File: src/rtl/matrix_fetch_server.sv
// matrix_fetch_server: fetches row A[row] and column B[.][col]
// from two synchronous-read BRAMs and returns them with a val_rows strobe.
// Ports: clk_in/rst_in (sync, active high), mem_loaded/complete,
// new_request/row_req/col_req in, matA_row/matB_col/row_in/col_in/val_rows/
// busy out, a_en/a_addr/a_dout and b_en/b_addr/b_dout BRAM ports.
// Optional macro ROW_CACHE_EN: skip re-reading A when the row repeats.
module matrix_fetch_server #(
  parameter int DIM          = 32,
  parameter int DATA_W       = 8,
  parameter int READ_LATENCY = 2,
  parameter int IDX_W        = $clog2(DIM),
  parameter int ADDR_W       = $clog2(DIM*DIM)
) (
  input  logic                        clk_in,
  input  logic                        rst_in,
  input  logic                        mem_loaded,
  output logic                        complete,
  input  logic                        new_request,
  input  logic [IDX_W-1:0]            row_req,
  input  logic [IDX_W-1:0]            col_req,
  output logic [DIM-1:0][DATA_W-1:0]  matA_row,
  output logic [DIM-1:0][DATA_W-1:0]  matB_col,
  output logic [IDX_W-1:0]            row_in,
  output logic [IDX_W-1:0]            col_in,
  output logic                        val_rows,
  output logic                        busy,
  output logic                        a_en,
  output logic                        b_en,
  output logic [ADDR_W-1:0]           a_addr,
  output logic [ADDR_W-1:0]           b_addr,
  input  logic [DATA_W-1:0]           a_dout,
  input  logic [DATA_W-1:0]           b_dout
);

  localparam int RL = READ_LATENCY;
  localparam logic [IDX_W:0] DIM_L = (IDX_W+1)'(DIM);
  localparam logic [IDX_W-1:0] LAST = IDX_W'(DIM-1);
  localparam logic [ADDR_W-1:0] DIM_A = ADDR_W'(DIM);

  typedef enum logic [1:0] {IDLE, FETCH, RESPOND} state_t;

  state_t                    state;
  logic [IDX_W:0]            cnt;
  logic                      a_rd;
  logic                      b_rd;
  logic                      rd_v;
  logic [IDX_W-1:0]          rd_k;
  logic [RL-1:0]             pv;
  logic [RL-1:0][IDX_W-1:0]  pk;

  logic                      row_ok;
  logic                      col_ok;
  logic                      hit;
  logic                      cap;
  logic [IDX_W-1:0]          ck;

  assign row_ok = {1'b0, row_req} < DIM_L;
  assign col_ok = {1'b0, col_req} < DIM_L;
  assign cap    = pv[RL-1];
  assign ck     = pk[RL-1];

`ifdef ROW_CACHE_EN
  logic             c_v;
  logic [IDX_W-1:0] c_row;
  assign hit = c_v && (c_row == row_req);
`else
  assign hit = 1'b0;
`endif

  always_ff @(posedge clk_in) begin
    if (rst_in) begin
      state    <= IDLE;
      complete <= 1'b0;
      matA_row <= '0;
      matB_col <= '0;
      row_in   <= '0;
      col_in   <= '0;
      val_rows <= 1'b0;
      busy     <= 1'b0;
      a_en     <= 1'b0;
      b_en     <= 1'b0;
      a_addr   <= '0;
      b_addr   <= '0;
      cnt      <= '0;
      a_rd     <= 1'b0;
      b_rd     <= 1'b0;
      rd_v     <= 1'b0;
      rd_k     <= '0;
      pv       <= '0;
      pk       <= '0;
`ifdef ROW_CACHE_EN
      c_v      <= 1'b0;
      c_row    <= '0;
`endif
    end else begin
      complete <= mem_loaded;

      // Tag pipeline: stage RL-1 lines up with returning BRAM data.
      pv[0] <= rd_v;
      pk[0] <= rd_k;
      for (int i = 1; i < RL; i++) begin
        pv[i] <= pv[i-1];
        pk[i] <= pk[i-1];
      end

      if (cap) begin
        if (a_rd) matA_row[ck] <= a_dout;
        if (b_rd) matB_col[ck] <= b_dout;
      end

      unique case (state)
        IDLE: begin
          if (new_request && complete) begin
            row_in <= row_req;
            col_in <= col_req;
            cnt    <= '0;
            busy   <= 1'b1;
            a_rd   <= row_ok && !hit;
            b_rd   <= col_ok;
            // Out-of-range vectors return as zeros.
            if (!row_ok) matA_row <= '0;
            if (!col_ok) matB_col <= '0;
            state  <= FETCH;
          end
        end
        FETCH: begin
          if (cnt < DIM_L) begin
            a_en   <= a_rd;
            b_en   <= b_rd;
            a_addr <= ADDR_W'(row_in) * DIM_A
                      + ADDR_W'(cnt[IDX_W-1:0]);
            b_addr <= ADDR_W'(cnt[IDX_W-1:0]) * DIM_A
                      + ADDR_W'(col_in);
            rd_v   <= 1'b1;
            rd_k   <= cnt[IDX_W-1:0];
            cnt    <= cnt + 1'b1;
          end else begin
            a_en <= 1'b0;
            b_en <= 1'b0;
            rd_v <= 1'b0;
          end
          if (cap && ck == LAST) begin
            val_rows <= 1'b1;
            state    <= RESPOND;
`ifdef ROW_CACHE_EN
            c_row <= row_in;
            c_v   <= {1'b0, row_in} < DIM_L;
`endif
          end
        end
        RESPOND: begin
          val_rows <= 1'b0;
          busy     <= 1'b0;
          state    <= IDLE;
        end
        default: state <= IDLE;
      endcase

`ifdef ROW_CACHE_EN
      // Memory contents may change while not loaded.
      if (!complete) c_v <= 1'b0;
`endif
    end
  end

endmodule

File: config.mk
export PLATFORM = sky130hd
export DESIGN_NAME = matrix_fetch_server
export DESIGN_NICKNAME = d
export VERILOG_FILES = /design/src/rtl/matrix_fetch_server.sv
export SDC_FILE = /design/constraint.sdc
export NUM_CORES = 1
export LEC_CHECK = 0
export ABC_CLOCK_PERIOD_IN_PS = 3600
export CAP_MARGIN = 20
export CORE_AREA = 2 2 227 229
export CTS_BUF_LIST = sky130_fd_sc_hd__clkbuf_4 sky130_fd_sc_hd__clkbuf_8 sky130_fd_sc_hd__clkbuf_16
export DETAILED_ROUTE_END_ITERATION = 10
export DIE_AREA = 0 0 229 231
export PLACE_DENSITY = 0.81
export SYNTH_ARGS = -nofsm -noshare
export SYNTH_HDL_FRONTEND = slang
export SYNTH_SLANG_ARGS = --single-unit
File: constraint.sdc
create_clock -name clk_in -period 3.6 [get_ports clk_in]
set_clock_uncertainty 0.2 [all_clocks]
set_input_delay 1.08 -clock clk_in [delete_from_list [all_inputs] [get_ports clk_in]]
set_output_delay 1.08 -clock clk_in [all_outputs]
set_load 0.005 [all_outputs]
==> results of run 1 <==
-- flip-flops by register name, summed over array words and instances (netlist names), 2 cells and up --
name and flops:
state 2, pk 5, a_addr 10, matA_row 256, pv 2, ck 5, row_in 5, cnt 6
col_in 5, b_addr 5, matB_col 256
-- path summary, 6_finish.rpt --
path | from | end | slack (ns) | cells after the start
setup / recovery | matB_col[199]$_SDFFE_PP0P_ | matB_col[199] | 0.76 | 1
hold / removal | pk[4]$_SDFF_PP0_ | ck[4]$_SDFF_PP0_ | 0.23 | 1
setup reg to reg | ck[3]$_SDFF_PP0_ | matB_col[77]$_SDFFE_PP0P_ | 1.12 | 3
hold reg to reg | pk[4]$_SDFF_PP0_ | ck[4]$_SDFF_PP0_ | 0.23 | 1
-- cell type report --
class | instances | area [µm²] | area share (%)
sequential | 563 | 11300 | 39.5
clock buffer | 76 | 1630 | 5.72
inverter | 3 | 18.8 | 0.0658
antenna | 1 | 2.50 | 0.00877
clock inverter | 26 | 340 | 1.19
tap | 680 | 851 | 2.98
multi-input combinational | 1215 | 8160 | 28.6
timing repair buffer | 611 | 6250 | 21.9
-- worst register-to-register path, cell delays in order (launching register included) --
cell,delay (ns)
dfxtp_1,0.65
nor3b_4,0.50
nand2_1,0.64
mux2i_1,0.40
-- layout by cell type, fill, tap and decap left out, drive strengths merged, types with 3 or more instances in the layout --
cell,netlist,layout
nor2b,13,13
bufinv,0,8
and2,3,3
inv,3,4
mux2i,512,512
nand2,614,614
clkdlybuf4s50,0,575
clkinv,0,16
dfxtp,563,563
clkbuf,115,76
buf,52,36
a21oi,30,30
nor2,4,4
nand3,3,3
and3b,3,3
nor3b,4,4
-- power groups by stage --
stage / clock, mW / sequential (mW) / combinational (mW)
after floorplan: 0 / 6.38 / 0.194
after global placement: 0 / 6.39 / 0.392
after detailed placement: 0 / 6.39 / 0.400
after CTS: 6.30 / 6.25 / 0.402
after global routing: 6.53 / 6.24 / 0.421
final: 6.19 / 6.25 / 0.399
-- cells by family after synthesis --
family          after synthesis  synth area share [%]
flops                       563                  56.0
mux                         512                  25.5
simple gates                661                  13.6
compound gates               41                  1.16
buf+inv                     170                  3.69
fa+ha+maj                     1                0.0622
-- per-layer routing --
layer / up-vias / routed length (µm)
met3: 156 / 4720
met4: 0 / 2570
met2: 569 / 33400
met5: - / 0
li1: 7405 / -
met1: 7715 / 26900
-- per-stage QoR --
| stage | hold slack, ns | power [mW] | setup slack (ns) | cells |
|---|---|---|---|---|
| 6_report | 0.233 | 12.8 | 0.760 | 3175 |
| 3_5_place_dp | 0.220 | 6.79 | 0.716 | 3071 |
| 2_1_floorplan | 0.214 | 6.58 | 1.19 | 1948 |
| 5_1_grt | 0.262 | 13.2 | 0.656 | 3175 |
| 3_3_place_gp | 0.222 | 6.78 | 0.795 | 3070 |
| 4_1_cts | 0.234 | 12.9 | 0.704 | 3173 |
==> results.py, run 1 <==
metrics = {
    "yosys": {
        "syn_inst": 1948,
        "syn_nets": 1979,
        "synth.top_cell.area_share_pct": 56.0,
        "synthTopCellsByCount": "nand2_1, dfxtp_1, mux2i_1, clkbuf_1",
        "syn_avg_cell_area_um2": 10.3,
        "synthArstFlopShare_pct": 0,
        "yosys_warnings": 0,
        "yosysMostFrequentCell": "nand2_1",
        "yosysTopAreaCell": "dfxtp_1",
        "synth.distinct_cells": 40,
        "synth_seq_cells": 563,
        "synth_edf_count": 0,
        "yosysSeqAreaShare_pct": 56.0,
        "ys_top_cells_by_area": "dfxtp_1, mux2i_1, nand2_1",
        "mappedNetlistArea_um2": 20100,
        "synth-main-ff-cell": "dfxtp_1",
    },
    "drt": {
        "ant_nets": 0,
        "dr.pass1.iters": 5,
        "wl_um": 67500,
        "viasPerCell": 4.99,
        "dr_total_vias": 15800,
        "drt_iter0_drc": 935,
        "wl_per_cell_um": 21.3,
        "drc": 0,
    },
    "setup_path": {
        "path_cells": "clkdlybuf4s50_1",
        "cp_num_buf_inv": 1,
        "cp.arrival_ns": 1.56,
        "crit_required_ns": 2.32,
        "endpoint_kind": "output pin",
        "path_max_fanout": 2,
        "cp_slowest_cell": "clkdlybuf4s50_1",
        "cp_top_family": "buffers and inverters",
        "critPathMaxStageDelay_ns": 0.63,
        "path_class": "reg2out",
        "start_kind": "register",
    },
    "clock_network": {
        "numClockSinks": 563,
        "clkSlewWorstSetupHoldPaths_ns": 0.06,
        "htreeDepth": 2,
        "cts_tree": "built",
        "cts_buffers": 55,
        "cts_setup_buffers": 0,
        "insertion_delay_ns": 0.59,
        "cts.path.max_buffers": 3,
        "postCtsResizedCells": 0,
        "cts_hold_buf": 0,
        "cts-root-buf": "clkbuf_16",
    },
    "timing": {
        "period_share_pct": 78.9,
        "fmax_ghz": 0.352,
        "min_period_ns": 2.84,
        "maxSlewHeadroom_pct": 41.4,
        "setup_tns_ns": 0,
        "tightest_slew_ns": 0.877,
        "hold_violations": 0,
        "rsz0062_at_grt": "false",
        "setup_viol": 0,
        "slew_viol_final": 0,
    },
    "die": {
        "core_area_um2": 50700,
        "num_io_pins": 577,
        "die_w_um": 229,
        "die_h_um": 231,
        "initial_core_util_pct": 39.7,
        "die_area_um2": 52900,
        "fp-row-count": 83,
    },
    "global_routing": {
        "use_met2_pct": 43.1,
        "grt_pass1_vias": 16100,
        "antenna_found_initial": 1,
        "grt_overflow_total": 0,
        "grt_pass1_wl_um": 99900,
        "gr-usage-met3_pct": 6.32,
        "global_route.usage.met1_pct": 28.6,
        "track_usage_pct": 24.6,
        "busiest_layer": "met2",
        "grt_max_degree": 119,
    },
    "pwr": {
        "ir_worst_vdd_mv": 0.417,
        "leakage_nw": 13.4,
        "p_seq_share_pct": 48.7,
        "power_switching_mw": 2.75,
        "p_int_mw": 10.1,
        "powerDensity_nw_per_um2": 450,
        "clkPwrFrac_pct": 48.2,
        "swShare_pct": 21.4,
        "power_frac_comb_pct": 3.1,
    },
    "final_layout": {
        "fillers": 4241,
        "drive_gt1_share_pct": 7.58,
        "final_nets": 2480,
        "utilization_pct": 56.3,
        "areaGrowthSynthToFinish_pct": 41.8,
        "stdcell_area_um2": 28500,
    },
    "placed_design": {
        "place_hpwl_um": 45800,
        "placed_cell_area_um2": 26500,
        "place_congestion": 0.797,
        "portBuffers": 576,
    },
    "job": {
        "max-cap-violations": 0,
    },
    "run_status": {
        "status": "complete, no violations",
    },
    "hold_path": {
        "hold_class": "reg2reg",
    },
}
No activity file was read; power rests on OpenSTA's default activity.
==> inputs of run 2 (changes only) <==
==> config.mk (replaced) <==
export PLATFORM = sky130hd
export DESIGN_NAME = matrix_fetch_server
export DESIGN_NICKNAME = d
export VERILOG_FILES = /design/src/rtl/matrix_fetch_server.sv
export SDC_FILE = /design/constraint.sdc
export NUM_CORES = 1
export LEC_CHECK = 0
export ABC_CLOCK_PERIOD_IN_PS = 2500
export CAP_MARGIN = 20
export CORE_AREA = 2 2 226 228
export CTS_BUF_LIST = sky130_fd_sc_hd__clkbuf_4 sky130_fd_sc_hd__clkbuf_8 sky130_fd_sc_hd__clkbuf_16
export DETAILED_ROUTE_END_ITERATION = 10
export DIE_AREA = 0 0 228 230
export PLACE_DENSITY = 0.84
export SYNTH_ARGS = -nofsm -noshare
export SYNTH_HDL_FRONTEND = slang
export SYNTH_SLANG_ARGS = --single-unit
==> constraint.sdc (replaced) <==
create_clock -name clk_in -period 2.5 [get_ports clk_in]
set_clock_uncertainty 0.2 [all_clocks]
set_input_delay 0.75 -clock clk_in [delete_from_list [all_inputs] [get_ports clk_in]]
set_output_delay 0.75 -clock clk_in [all_outputs]
set_load 0.005 [all_outputs]
==> run 2 against run 1 <==
Setup slack got worse by 0.73 ns. Non-clock buffer count grew 26. Largest cell class unchanged. Sequential power is 44% higher. Critical path depth stayed put. Design area is 0.33% higher. Utilization up 1.1 points. Hold slack improved by 0.0039 ns. Wire length grew 0.13%. Via count increased by 2.1%. Clock power is 37% higher. Critical path type unchanged. Die area shrank 0.87%.
==> results.py, run 2 (same netlist as run 1, synthesis figures left out) <==
metrics = {
    "die": {
        "die_h_um": 230,
        "initial_core_util_pct": 40.3,
        "fp-row-count": 82,
        "die_w_um": 228,
        "num_io_pins": 577,
        "core_area_um2": 49900,
        "die_area_um2": 52400,
    },
    "setup_path": {
        "r2r_slack_ns": 0.40,
        "cp.depth": 1,
        "path_class": "reg2out",
        "crit_required_ns": 1.55,
        "r2r_start": "ck[2]$_SDFF_PP0_",
        "cp_num_buf_inv": 1,
        "cp_slowest_cell": "clkdlybuf4s50_1",
        "path_max_fanout": 2,
        "endpoint_kind": "output pin",
        "start_kind": "register",
        "cp_top_family": "buffers and inverters",
        "cp.arrival_ns": 1.52,
        "worst_r2r_endpoint": "matB_col[44]$_SDFFE_PP0P_",
        "critPathMaxStageDelay_ns": 0.56,
        "reg2regPathDepth": 3,
        "critPathLaunch": "matA_row[188]$_SDFFE_PP0P_",
        "path_cells": "clkdlybuf4s50_1",
        "cp-endpoint": "matA_row[188]",
    },
    "timing": {
        "min_period_ns": 2.47,
        "slew_viol_final": 0,
        "hold_violations": 0,
        "period_share_pct": 98.9,
        "rsz0062_at_grt": "false",
        "tightest_slew_ns": 0.666,
        "setup_tns_ns": 0,
        "setup_viol": 0,
        "fmax_ghz": 0.404,
        "maxSlewHeadroom_pct": 55.5,
    },
    "final_layout": {
        "reg_top3": "matA_row: 256 flops, matB_col: 256 flops, a_addr: 10 flops",
        "areaGrowthSynthToFinish_pct": 42.3,
        "final_nets": 2505,
        "final_common_cell": "nand2_1",
        "stdcell_area_um2": 28600,
        "fillers": 4098,
        "drive_gt1_share_pct": 8.85,
        "mostFrequentLayoutCells": "nand2_1, dfxtp_1, clkdlybuf4s50_1",
    },
    "clock_network": {
        "cts.path.max_buffers": 3,
        "cts_hold_buf": 0,
        "cts_tree": "built",
        "cts_buffers": 54,
        "htreeDepth": 2,
        "insertion_delay_ns": 0.59,
        "cts-root-buf": "clkbuf_16",
        "numClockSinks": 563,
        "cts_setup_buffers": 0,
        "clkSlewWorstSetupHoldPaths_ns": 0.06,
    },
    "placed_design": {
        "place_congestion": 0.879,
        "placed_cell_area_um2": 26700,
        "place_hpwl_um": 46400,
        "portBuffers": 576,
    },
    "pwr": {
        "power_frac_comb_pct": 3.3,
        "p_seq_share_pct": 49.8,
        "p_int_mw": 14.1,
        "ir_worst_vdd_mv": 0.512,
        "power_switching_mw": 3.91,
        "clkPwrFrac_pct": 46.8,
        "leakage_nw": 13.9,
        "swShare_pct": 21.7,
        "powerDensity_nw_per_um2": 630,
    },
    "drt": {
        "wl_um": 67600,
        "viasPerCell": 5.06,
        "wl_per_cell_um": 21.2,
        "dr.pass1.iters": 5,
        "drt_iter0_drc": 983,
        "drc": 0,
        "ant_nets": 0,
        "dr_total_vias": 16200,
    },
    "global_routing": {
        "use_met2_pct": 43.8,
        "global_route.usage.met1_pct": 28.9,
        "antenna_found_initial": 5,
        "grt_overflow_total": 0,
        "track_usage_pct": 24.9,
        "grt_pass1_wl_um": 101000,
        "grt_pass1_vias": 16600,
        "gr-usage-met3_pct": 6.04,
        "grt_max_degree": 123,
        "busiest_layer": "met2",
    },
    "hold_path": {
        "hold_start": "pk[3]$_SDFF_PP0_",
        "hold_class": "reg2reg",
    },
    "job": {
        "max-cap-violations": 0,
    },
    "run_status": {
        "status": "complete, no violations",
    },
}
==> run 2: changes by cell type in the layout (fill, tap and decap cells not counted), sizes merged <==
cell / before / now
buf: 36 / 62
bufinv: 8 / 3
clkbuf: 76 / 86
clkdlybuf4s50: 575 / 548
clkinv: 16 / 9
diode: 1 / 4
dlygate4sd2: 0 / 4
dlymetal6s2s: 0 / 23
inv: 4 / 5
==> run 2: worst min-delay path by stage <==
stage / to / slack (ns) / depth (start not counted)
finish: ck[3]$_SDFF_PP0_ / 0.24 / 1
CTS: ck[1]$_SDFF_PP0_ / 0.24 / 1
floorplan: ck[0]$_SDFF_PP0_ / 0.21 / 1
global route: pv[1]$_SDFF_PP0_ / 0.26 / 1
detailed placement: ck[1]$_SDFF_PP0_ / 0.23 / 1
global placement: pv[1]$_SDFF_PP0_ / 0.22 / 1
==> run 2: repair_timing <==
| item | CTS | global route |
|---|---|---|
| cloned | 0 | 0 |
| setup endpoints to repair | 15 | 27 |
| hold endpoints to repair | 0 | 0 |
| resized for setup | 12 | 27 |
==> run 2: routing by layer <==
layer  part of all wire (%)  vias up
li1                       -     7465
met1                     40     7890
met2                     49      648
met3                    7.0      167
met4                    4.0        0
met5                      0        -
==> run 2: area by class of cell <==
cell class | count | area, µm² | area share (%)
sequential | 563 | 11300 | 39.4
multi-input combinational | 1215 | 8160 | 28.5
timing repair buffer | 637 | 6430 | 22.5
clock buffer | 86 | 1700 | 5.94
tap | 672 | 841 | 2.94
clock inverter | 15 | 164 | 0.573
inverter | 3 | 18.8 | 0.0656
antenna | 4 | 10.0 | 0.0350
==> run 2: power groups by stage <==
stage / Combinational [mW] / Sequential (mW) / Clock (mW)
3_5_place_dp: 0.598 / 9.20 / 0
6_report: 0.601 / 8.99 / 8.45
3_3_place_gp: 0.589 / 9.20 / 0
2_1_floorplan: 0.279 / 9.19 / 0
5_1_grt: 0.631 / 8.99 / 8.92
4_1_cts: 0.601 / 9.00 / 8.57
==> run 2: through the flow <==
step	std cells	util [%]	hold slack (ns)	total power, mW	worst slack (ns)
floorplan	1948	-	0.214	9.47	0.424
global placement	3090	53.5	0.221	9.79	0.339
detailed placement	3090	53.5	0.229	9.79	0.266
CTS	3191	57.2	0.243	18.2	0.00187
global route	3194	57.4	0.257	18.5	0.000551
finish	3195	57.4	0.237	18.0	0.0268
